<file path="src/rtl/oled_frame_sequencer_if.sv">
// Command/byte link between the OLED frame sequencer and the I2C master.
// The sequencer is the master side: it drives the command and the byte stream.
// The I2C master is the slave side: it drives the ready lines and missed_ack.
interface oled_frame_sequencer_if;
  logic [6:0] cmd_address;
  logic       cmd_start;
  logic       cmd_write_multiple;
  logic       cmd_stop;
  logic       cmd_valid;
  logic       cmd_ready;
  logic [7:0] tx_data;
  logic       tx_valid;
  logic       tx_ready;
  logic       tx_last;
  logic       missed_ack;

  modport master (
    output cmd_address, cmd_start, cmd_write_multiple, cmd_stop, cmd_valid,
    output tx_data, tx_valid, tx_last,
    input  cmd_ready, tx_ready, missed_ack
  );

  modport slave (
    input  cmd_address, cmd_start, cmd_write_multiple, cmd_stop, cmd_valid,
    input  tx_data, tx_valid, tx_last,
    output cmd_ready, tx_ready, missed_ack
  );
endinterface

</file>
<file path="src/rtl/oled_frame_sequencer.sv">
// OLED frame sequencer: feeds the SSD1306 I2C master with an init sequence
// (first draw only), a column/page addressing sequence and a 1024-byte glyph
// frame fetched from an external glyph ROM, one write-multiple transaction each.
// Optional build macro: OLED_SEQ_INVERT_EN (inverse video on ROM bytes only).
//
// Handshakes: a command or byte transfers on a rising clk edge where its valid
// and the matching ready are both 1. Once valid is raised, valid, data and last
// stay unchanged until that edge. missed_ack outranks a same-edge transfer.
module oled_frame_sequencer #(
  parameter logic [6:0] I2C_ADDR   = 7'h3C,
  parameter int         GSEL_W     = 5,
  parameter int         GAP_CYCLES = 500000
) (
  input  logic                clk,
  input  logic                rst,
  input  logic                draw_req,
  input  logic [GSEL_W-1:0]   glyph_sel,
  output logic                busy,
  output logic                done,
  output logic                err,
  output logic [GSEL_W+9:0]   rom_addr,
  input  logic [7:0]          rom_data,
  output logic [2:0]          fsm_state,
  oled_frame_sequencer_if.master bus
);

  typedef enum logic [2:0] {
    S_IDLE, S_CMD, S_BYTE, S_FETCH, S_WAIT, S_SEND, S_GAP, S_FIN
  } state_t;

  typedef enum logic [1:0] {PH_INIT, PH_ADDR, PH_DATA} phase_t;

`ifdef OLED_SEQ_INVERT_EN
  localparam logic [7:0] ROM_MASK = 8'hFF;
`else
  localparam logic [7:0] ROM_MASK = 8'h00;
`endif

  localparam logic [31:0] GAP_LAST = 32'(GAP_CYCLES - 1);

  state_t              state;
  phase_t              phase;
  logic                init_done;
  logic                cmd_valid;
  logic [GSEL_W-1:0]   glyph;
  logic [4:0]          idx;
  logic [4:0]          idx_n;
  logic [9:0]          rom_cnt;
  logic [9:0]          rom_cnt_n;
  logic [31:0]         gap_cnt;

  assign idx_n     = idx + 5'd1;
  assign rom_cnt_n = rom_cnt + 10'd1;
  assign fsm_state = state;

  // The four command lines are just cmd_valid; the address is shown only then.
  assign bus.cmd_valid          = cmd_valid;
  assign bus.cmd_start          = cmd_valid;
  assign bus.cmd_write_multiple = cmd_valid;
  assign bus.cmd_stop           = cmd_valid;
  assign bus.cmd_address        = cmd_valid ? I2C_ADDR : 7'd0;

  // Table bytes: INIT (27 bytes), ADDR (7 bytes), and the lone 0x40 data
  // control byte that opens the ROM transaction.
  function automatic logic [7:0] table_byte(input phase_t ph, input logic [4:0] i);
    logic [7:0] b;
    b = 8'h40;
    if (ph == PH_INIT) begin
      case (i)
        5'd0:  b = 8'h00; 5'd1:  b = 8'hAE; 5'd2:  b = 8'hD5; 5'd3:  b = 8'h80;
        5'd4:  b = 8'hA8; 5'd5:  b = 8'h3F; 5'd6:  b = 8'hD3; 5'd7:  b = 8'h00;
        5'd8:  b = 8'h40; 5'd9:  b = 8'h8D; 5'd10: b = 8'h14; 5'd11: b = 8'h20;
        5'd12: b = 8'h00; 5'd13: b = 8'hA1; 5'd14: b = 8'hC8; 5'd15: b = 8'hDA;
        5'd16: b = 8'h12; 5'd17: b = 8'h81; 5'd18: b = 8'hCF; 5'd19: b = 8'hD9;
        5'd20: b = 8'hF1; 5'd21: b = 8'hD8; 5'd22: b = 8'h40; 5'd23: b = 8'hA4;
        5'd24: b = 8'hA6; 5'd25: b = 8'h2E; default: b = 8'hAF;
      endcase
    end else if (ph == PH_ADDR) begin
      case (i)
        5'd0: b = 8'h00; 5'd1: b = 8'h21; 5'd2: b = 8'h00; 5'd3: b = 8'h7F;
        5'd4: b = 8'h22; 5'd5: b = 8'h00; default: b = 8'h07;
      endcase
    end
    return b;
  endfunction

  // Index of the final table byte of a table-only transaction.
  function automatic logic [4:0] last_idx(input phase_t ph);
    return (ph == PH_INIT) ? 5'd26 : 5'd6;
  endfunction

  // Sequencer FSM with registered outputs; abort on missed_ack beats everything.
  always_ff @(posedge clk) begin
    if (!rst) begin
      state        <= S_IDLE;
      phase        <= PH_INIT;
      init_done    <= 1'b0;
      cmd_valid    <= 1'b0;
      glyph        <= '0;
      idx          <= '0;
      rom_cnt      <= '0;
      gap_cnt      <= '0;
      busy         <= 1'b0;
      done         <= 1'b0;
      err          <= 1'b0;
      rom_addr     <= '0;
      bus.tx_data  <= '0;
      bus.tx_valid <= 1'b0;
      bus.tx_last  <= 1'b0;
    end else if (state != S_IDLE && bus.missed_ack) begin
      state        <= S_IDLE;
      init_done    <= 1'b0;
      cmd_valid    <= 1'b0;
      busy         <= 1'b0;
      done         <= 1'b0;
      err          <= 1'b1;
      bus.tx_data  <= '0;
      bus.tx_valid <= 1'b0;
      bus.tx_last  <= 1'b0;
    end else begin
      done <= 1'b0;
      err  <= 1'b0;
      case (state)
        S_IDLE: begin
          if (draw_req) begin
            glyph     <= glyph_sel;
            busy      <= 1'b1;
            phase     <= init_done ? PH_ADDR : PH_INIT;
            cmd_valid <= 1'b1;
            state     <= S_CMD;
          end
        end
        S_CMD: begin
          if (bus.cmd_ready) begin
            cmd_valid    <= 1'b0;
            idx          <= '0;
            bus.tx_data  <= table_byte(phase, 5'd0);
            bus.tx_valid <= 1'b1;
            bus.tx_last  <= 1'b0;
            state        <= S_BYTE;
          end
        end
        S_BYTE: begin
          if (bus.tx_ready) begin
            if (phase == PH_DATA) begin
              bus.tx_valid <= 1'b0;
              rom_cnt      <= '0;
              rom_addr     <= {glyph, 10'd0};
              state        <= S_FETCH;
            end else if (bus.tx_last) begin
              bus.tx_valid <= 1'b0;
              bus.tx_last  <= 1'b0;
              if (phase == PH_INIT) init_done <= 1'b1;
              gap_cnt      <= '0;
              state        <= S_GAP;
            end else begin
              idx         <= idx_n;
              bus.tx_data <= table_byte(phase, idx_n);
              bus.tx_last <= (idx_n == last_idx(phase));
            end
          end
        end
        S_FETCH: state <= S_WAIT;
        S_WAIT: begin
          bus.tx_data  <= rom_data ^ ROM_MASK;
          bus.tx_valid <= 1'b1;
          bus.tx_last  <= (rom_cnt == 10'd1023);
          state        <= S_SEND;
        end
        S_SEND: begin
          if (bus.tx_ready) begin
            bus.tx_valid <= 1'b0;
            if (bus.tx_last) begin
              bus.tx_last <= 1'b0;
              gap_cnt     <= '0;
              state       <= S_GAP;
            end else begin
              rom_cnt  <= rom_cnt_n;
              rom_addr <= {glyph, rom_cnt_n};
              state    <= S_FETCH;
            end
          end
        end
        S_GAP: begin
          if (gap_cnt == GAP_LAST) begin
            if (phase == PH_DATA) begin
              done  <= 1'b1;
              busy  <= 1'b0;
              state <= S_FIN;
            end else begin
              phase     <= (phase == PH_INIT) ? PH_ADDR : PH_DATA;
              cmd_valid <= 1'b1;
              state     <= S_CMD;
            end
          end else begin
            gap_cnt <= gap_cnt + 32'd1;
          end
        end
        S_FIN:   state <= S_IDLE;
        default: state <= S_IDLE;
      endcase
    end
  end

endmodule

</file>
<file path="src/flat_wrapper.sv">
// flat-port wrapper written by rule: the top's interface ports become plain ports
module oled_frame_sequencer_flat 
#(
  parameter logic [6:0] I2C_ADDR   = 7'h3C,
  parameter int         GSEL_W     = 5,
  parameter int         GAP_CYCLES = 500000
)
  (clk, rst, draw_req, glyph_sel, busy, done, err, rom_addr, rom_data, fsm_state, bus_cmd_address, bus_cmd_start, bus_cmd_write_multiple, bus_cmd_stop, bus_cmd_valid, bus_tx_data, bus_tx_valid, bus_tx_last, bus_cmd_ready, bus_tx_ready, bus_missed_ack);
  oled_frame_sequencer_if bus_i ();
  input  logic clk;
  input  logic rst;
  input  logic draw_req;
  input  logic [GSEL_W-1:0] glyph_sel;
  output logic busy;
  output logic done;
  output logic err;
  output logic [GSEL_W+9:0] rom_addr;
  input  logic [7:0] rom_data;
  output logic [2:0] fsm_state;
  output wire logic [$bits(bus_i.cmd_address)-1:0] bus_cmd_address;
  output wire logic [$bits(bus_i.cmd_start)-1:0] bus_cmd_start;
  output wire logic [$bits(bus_i.cmd_write_multiple)-1:0] bus_cmd_write_multiple;
  output wire logic [$bits(bus_i.cmd_stop)-1:0] bus_cmd_stop;
  output wire logic [$bits(bus_i.cmd_valid)-1:0] bus_cmd_valid;
  output wire logic [$bits(bus_i.tx_data)-1:0] bus_tx_data;
  output wire logic [$bits(bus_i.tx_valid)-1:0] bus_tx_valid;
  output wire logic [$bits(bus_i.tx_last)-1:0] bus_tx_last;
  input wire logic [$bits(bus_i.cmd_ready)-1:0] bus_cmd_ready;
  input wire logic [$bits(bus_i.tx_ready)-1:0] bus_tx_ready;
  input wire logic [$bits(bus_i.missed_ack)-1:0] bus_missed_ack;
  assign bus_cmd_address = bus_i.cmd_address;
  assign bus_cmd_start = bus_i.cmd_start;
  assign bus_cmd_write_multiple = bus_i.cmd_write_multiple;
  assign bus_cmd_stop = bus_i.cmd_stop;
  assign bus_cmd_valid = bus_i.cmd_valid;
  assign bus_tx_data = bus_i.tx_data;
  assign bus_tx_valid = bus_i.tx_valid;
  assign bus_tx_last = bus_i.tx_last;
  assign bus_i.cmd_ready = bus_cmd_ready;
  assign bus_i.tx_ready = bus_tx_ready;
  assign bus_i.missed_ack = bus_missed_ack;
  oled_frame_sequencer #(.I2C_ADDR(I2C_ADDR), .GSEL_W(GSEL_W), .GAP_CYCLES(GAP_CYCLES)) u_core (.clk(clk), .rst(rst), .draw_req(draw_req), .glyph_sel(glyph_sel), .busy(busy), .done(done), .err(err), .rom_addr(rom_addr), .rom_data(rom_data), .fsm_state(fsm_state), .bus(bus_i));
endmodule
</file>
<file path="config.mk">
export PLATFORM = sky130hd
export DESIGN_NAME = oled_frame_sequencer_flat
export DESIGN_NICKNAME = d
export VERILOG_FILES = /design/src/rtl/oled_frame_sequencer_if.sv /design/src/rtl/oled_frame_sequencer.sv /design/src/flat_wrapper.sv
export SDC_FILE = /design/constraint.sdc
export NUM_CORES = 1
export LEC_CHECK = 0
export CAP_MARGIN = 20
export CELL_PAD_IN_SITES_DETAIL_PLACEMENT = 1
export CELL_PAD_IN_SITES_GLOBAL_PLACEMENT = 1
export CORE_MARGIN = 5
export CORE_UTILIZATION = 35
export CTS_BUF_LIST = sky130_fd_sc_hd__clkbuf_16
export DETAILED_ROUTE_END_ITERATION = 10
export PLACE_DENSITY = 0.69
export SLEW_MARGIN = 15
export SYNTH_ARGS = -nofsm -noshare
export SYNTH_HDL_FRONTEND = slang
export SYNTH_SLANG_ARGS = --single-unit
</file>
<file path="constraint.sdc">
create_clock -name clk -period 6.86 [get_ports clk]
set_clock_uncertainty 0.1 [all_clocks]
set_input_delay 1.372 -clock clk [delete_from_list [all_inputs] [get_ports clk]]
set_output_delay 1.372 -clock clk [all_outputs]
set_load 0.01 [all_outputs]
</file>
==> results <==
- The run finished with clean final reports.
- The largest fanout of any net on the critical path is 29.
- The final period demand of the worst path is 3.88 ns.
- The initial antenna violation count was 0.
- Global routing used 18.2% of the available tracks across all layers.
- Setup total negative slack on the finished layout was measured at 0 ns.
- In this run the static leakage power is 1.92 nW.
- The number of buffers on the longest clock path is 2.
- Pin placement for this block handled 61 I/O pins.
- The flip-flop and latch count after synthesis is 77.
- For flop-to-flop paths, the worst setup slack is 3.61 ns.
- Routability-driven placement finished with a final weighted congestion of 0.834.
- The count of standard-cell rows is 42.
- In the final layout, flip-flops and latches occupy 1540 µm².
- In this run the vertical extent of the chip is 125 µm.
- The final critical path takes up 56.5% of the cycle.
- The detailed-routing iteration count for the pre-antenna-repair pass is 5.
- TritonCTS created 9 clock buffers.
- The synthesized netlist cell count is 593.
- In this run the number of H-tree levels came out at 3.
- The remaining antenna violation count is 0.
- The number of post-CTS setup repair buffers is 0.
- The filler cell count in the final layout is 1,597.
- The TritonCTS clock tree is built.
- The post-synthesis sequential area ratio is 33.1%.
- The peak supply drop is 0.194 mV.
- The signal on the critical path passes through clkdlybuf4s50_1 -> nand2b_1 -> o21ai_1 -> nor2_4 -> a31o_1 -> or4_1 -> nand2_1.
- The tool flagged a number of max-cap violations equal to 0.
- The proportion of register bits with asynchronous set or reset after synthesis is 0%.
- The clock drives 77 sinks.
- The total standard cell area after synthesis is 4660 µm².
- Derived from the worst setup path, the maximum achievable clock frequency is 0.258 GHz.
- The number of port buffers is 57.
- For this run, the number of Yosys warnings is 0.
- The share of cells above drive strength 1 is 4.65%.
- The clock input transition at the sequential cells of the worst setup and hold paths is 0.06 ns.
- Setup repair after global routing left no endpoint under its margin.
- Dividing total power by cell area gives a power density of 272 nW/µm².
- The class of the most critical hold timing path is reg -> reg.
- The total half-perimeter wirelength after legalization and detailed placement is 10,300 µm.
- The largest single stage delay on the critical path is 0.94 ns.
- 0 antenna diodes ended up in the layout.
- By area the synthesized netlist is led by sky130_fd_sc_hd__dfxtp_1 (33%), sky130_fd_sc_hd__a21oi_1 (4.9%), sky130_fd_sc_hd__nor2_1 (4.7%).
- The critical path endpoint category is a register.
- A synthesized cell averages 7.86 µm².
- Dividing the detail-routed wire length by the instance count gives 17.9 µm.
- The per-cell via count in the routed design is 5.68.
- In the final layout, the multi-input gates occupy 2870 µm².
- From left edge to right edge, the die measures 125 µm.
- At the pin with the least slew margin, the transition time is 1.09 ns.
- For the worst setup path, the data required time is 6.99 ns.
- The count of pins over their slew limit was 0.
- The cell accounting for the most synthesized area is sky130_fd_sc_hd__dfxtp_1.
- The number of global-route vias before repair came to 4,660.
- For this design, the CTS-stage hold fixing added 0 buffers.
- The area of the placeable core is 13,100 µm².
- The initial utilization of the core area, before any placement, comes to 35.5%.
- The number of enable flip-flop cells after synthesis is 0.
- The clock reaches the later pin of the worst-skew pair after 0.34 ns.
- The cell family contributing the most delay on the critical path is compound AO/OA/AOI/OAI gates.
- Synthesis instantiated 69 different standard cells from the library.
- The root buffer cell chosen for the clock tree is sky130_fd_sc_hd__clkbuf_16.
- The setup path with the least slack is of type in -> reg.
- The net total in the final layout is 648.
- Setup violations remaining at the end of the flow were counted as 0.
- The end-of-flow core utilization is 42.2%.
- Summed over all layers, the global routing overflow is 0.
- The maximum number of pins on one net before global-route repair is 31.
- The global-route wire length before repair is 23,900 µm.
- Data on the critical path arrives at its endpoint at 4.00 ns.
- Among all flip-flop cells after synthesis, the most frequent one is sky130_fd_sc_hd__dfxtp_1.
- After detailed routing, the number of remaining DRC violations is 0.
- The slowest cell on the critical path is sky130_fd_sc_hd__a31o_1.
- The headroom to the max-slew limit is 26.6%.
- Wires add up to 14,300 µm.
- From synthesis to final layout, the design area changed by 19.1%.
- Summed over its instances, the top area cell type makes up 33.1% of the synthesized netlist area.
- The count of buffering cells on the critical path with inverters included is 1.
- The die covers 15,700 µm².
- STA classifies the critical path startpoint as an input port.
- The number of DRC markers after the initial detailed-route iteration is 294.
- The vias after detailed routing is 4,540.
- The count of final hold-check violations is 0.
- After clock tree synthesis, the repair step resized 0 gates.
## sequential cells by signal, summed over array words and instances, names as in the netlist, 2 cells and up
register	flops
u_core.gap_cnt	32
u_core.rom_cnt	9
u_core.phase	2
u_core.rom_addr	6
u_core.idx	5
u_core.glyph	5
u_core.bus.tx_data	8
u_core.fsm_state	3
## cell usage in the layout, fill, tap and decap left out, drive strengths merged, types with 8 or more instances in the layout
| cell type | count |
|---|---|
| a211oi | 8 |
| a21oi | 46 |
| a31oi | 11 |
| and3 | 19 |
| clkbuf | 9 |
| clkdlybuf4s50 | 57 |
| dfxtp | 77 |
| ha | 9 |
| inv | 14 |
| mux2i | 16 |
| nand2 | 48 |
| nand2b | 10 |
| nand3 | 24 |
| nand4 | 25 |
| nor2 | 59 |
| nor4 | 11 |
| o21ai | 41 |
| o31ai | 8 |
| or3 | 18 |
| xor2 | 20 |
## tightest hold or removal path, cell delays in order, from the launching register on
cell and delay [ns]:
sky130_fd_sc_hd__dfxtp_1 0.31, sky130_fd_sc_hd__nand2_1 0.06, sky130_fd_sc_hd__a21oi_1 0.06
## path summary, 6_finish.rpt
| kind | end | from | cells past startpoint |
|---|---|---|---|
| worst max-delay path | u_core.gap_cnt[4] | bus_tx_ready | 7 |
| worst min-delay path | u_core.busy | u_core.busy | 2 |
| worst max register to register | u_core.gap_cnt[4] | u_core.fsm_state[0] | 6 |
| worst min register to register | u_core.busy | u_core.busy | 2 |
## cells by family (layout without fill, tap and decap cells)
kind of cell,after synthesis,in the layout,synth area share (%)
compound gates,156,156,21.2
fa+ha+maj,9,9,2.42
other cells,1,3,0.0805
mux,17,17,3.68
flops,77,77,33.1
simple gates,251,251,29.1
xor+xnor,26,26,4.89
buf+inv,56,85,5.53
## power breakdown
group	internal, mW	total (mW)	switching [mW]
sequential	0.486	0.564	0.0779
combinational	0.201	0.465	0.264
clock	0.283	0.479	0.196
total	0.970	1.51	0.537
## synth_stat cells, types with 3 or more instances
library cell,instances
sky130_fd_sc_hd__inv_1,11
sky130_fd_sc_hd__buf_2,8
sky130_fd_sc_hd__xor2_1,20
sky130_fd_sc_hd__nor4_1,10
sky130_fd_sc_hd__buf_4,10
sky130_fd_sc_hd__dfxtp_1,77
sky130_fd_sc_hd__clkbuf_1,25
sky130_fd_sc_hd__nand4_1,23
sky130_fd_sc_hd__nand2_1,48
sky130_fd_sc_hd__xnor2_1,6
sky130_fd_sc_hd__a21oi_1,46
sky130_fd_sc_hd__nand2b_1,10
sky130_fd_sc_hd__o22ai_1,5
sky130_fd_sc_hd__or3_1,18
sky130_fd_sc_hd__a211oi_1,8
sky130_fd_sc_hd__and3_1,19
sky130_fd_sc_hd__nor2b_1,7
sky130_fd_sc_hd__or4_1,5
sky130_fd_sc_hd__o21a_1,5
sky130_fd_sc_hd__a31oi_1,11
sky130_fd_sc_hd__mux2i_1,16
sky130_fd_sc_hd__o21ai_0,37
sky130_fd_sc_hd__o21ai_1,3
sky130_fd_sc_hd__nand3_1,23
sky130_fd_sc_hd__ha_1,9
sky130_fd_sc_hd__and4_1,4
sky130_fd_sc_hd__nor2_1,58
sky130_fd_sc_hd__a22oi_1,4
sky130_fd_sc_hd__nor3_1,4
sky130_fd_sc_hd__o211ai_1,5
sky130_fd_sc_hd__nand3b_1,4
sky130_fd_sc_hd__o31ai_1,7
## through the flow
step | cell area (µm²) | power, mW | instances | setup slack (ns) | hold WS [ns]
after CTS | 5550 | 1.52 | 800 | 3.00 | 0.385
after global routing | 5550 | 1.59 | 800 | 2.83 | 0.401
after detailed placement | 5250 | 1.04 | 785 | 2.63 | 0.368
after floorplan | 4670 | 0.869 | 595 | 3.81 | 0.337
final | 5550 | 1.51 | 800 | 2.98 | 0.376
after global placement | 5250 | 1.02 | 785 | 2.72 | 0.358
## final cells by class
cell class,count,area share [%]
Multi-Input combinational cell,462,51.7
Clock buffer,9,4.06
Sequential cell,77,27.8
Clock inverter,6,1.29
Inverter,12,0.812
Timing Repair Buffer,58,10.4
Tap cell,176,3.97
## layer usage
layer,vias up,routed length [µm],track usage [%]
met5,-,0,0
li1,2221,-,-
met3,18,397,3.58
met1,2220,6520,22.7
met2,81,7110,31.4
met4,0,268,6.06
No activity file was read; power rests on OpenSTA's default activity.
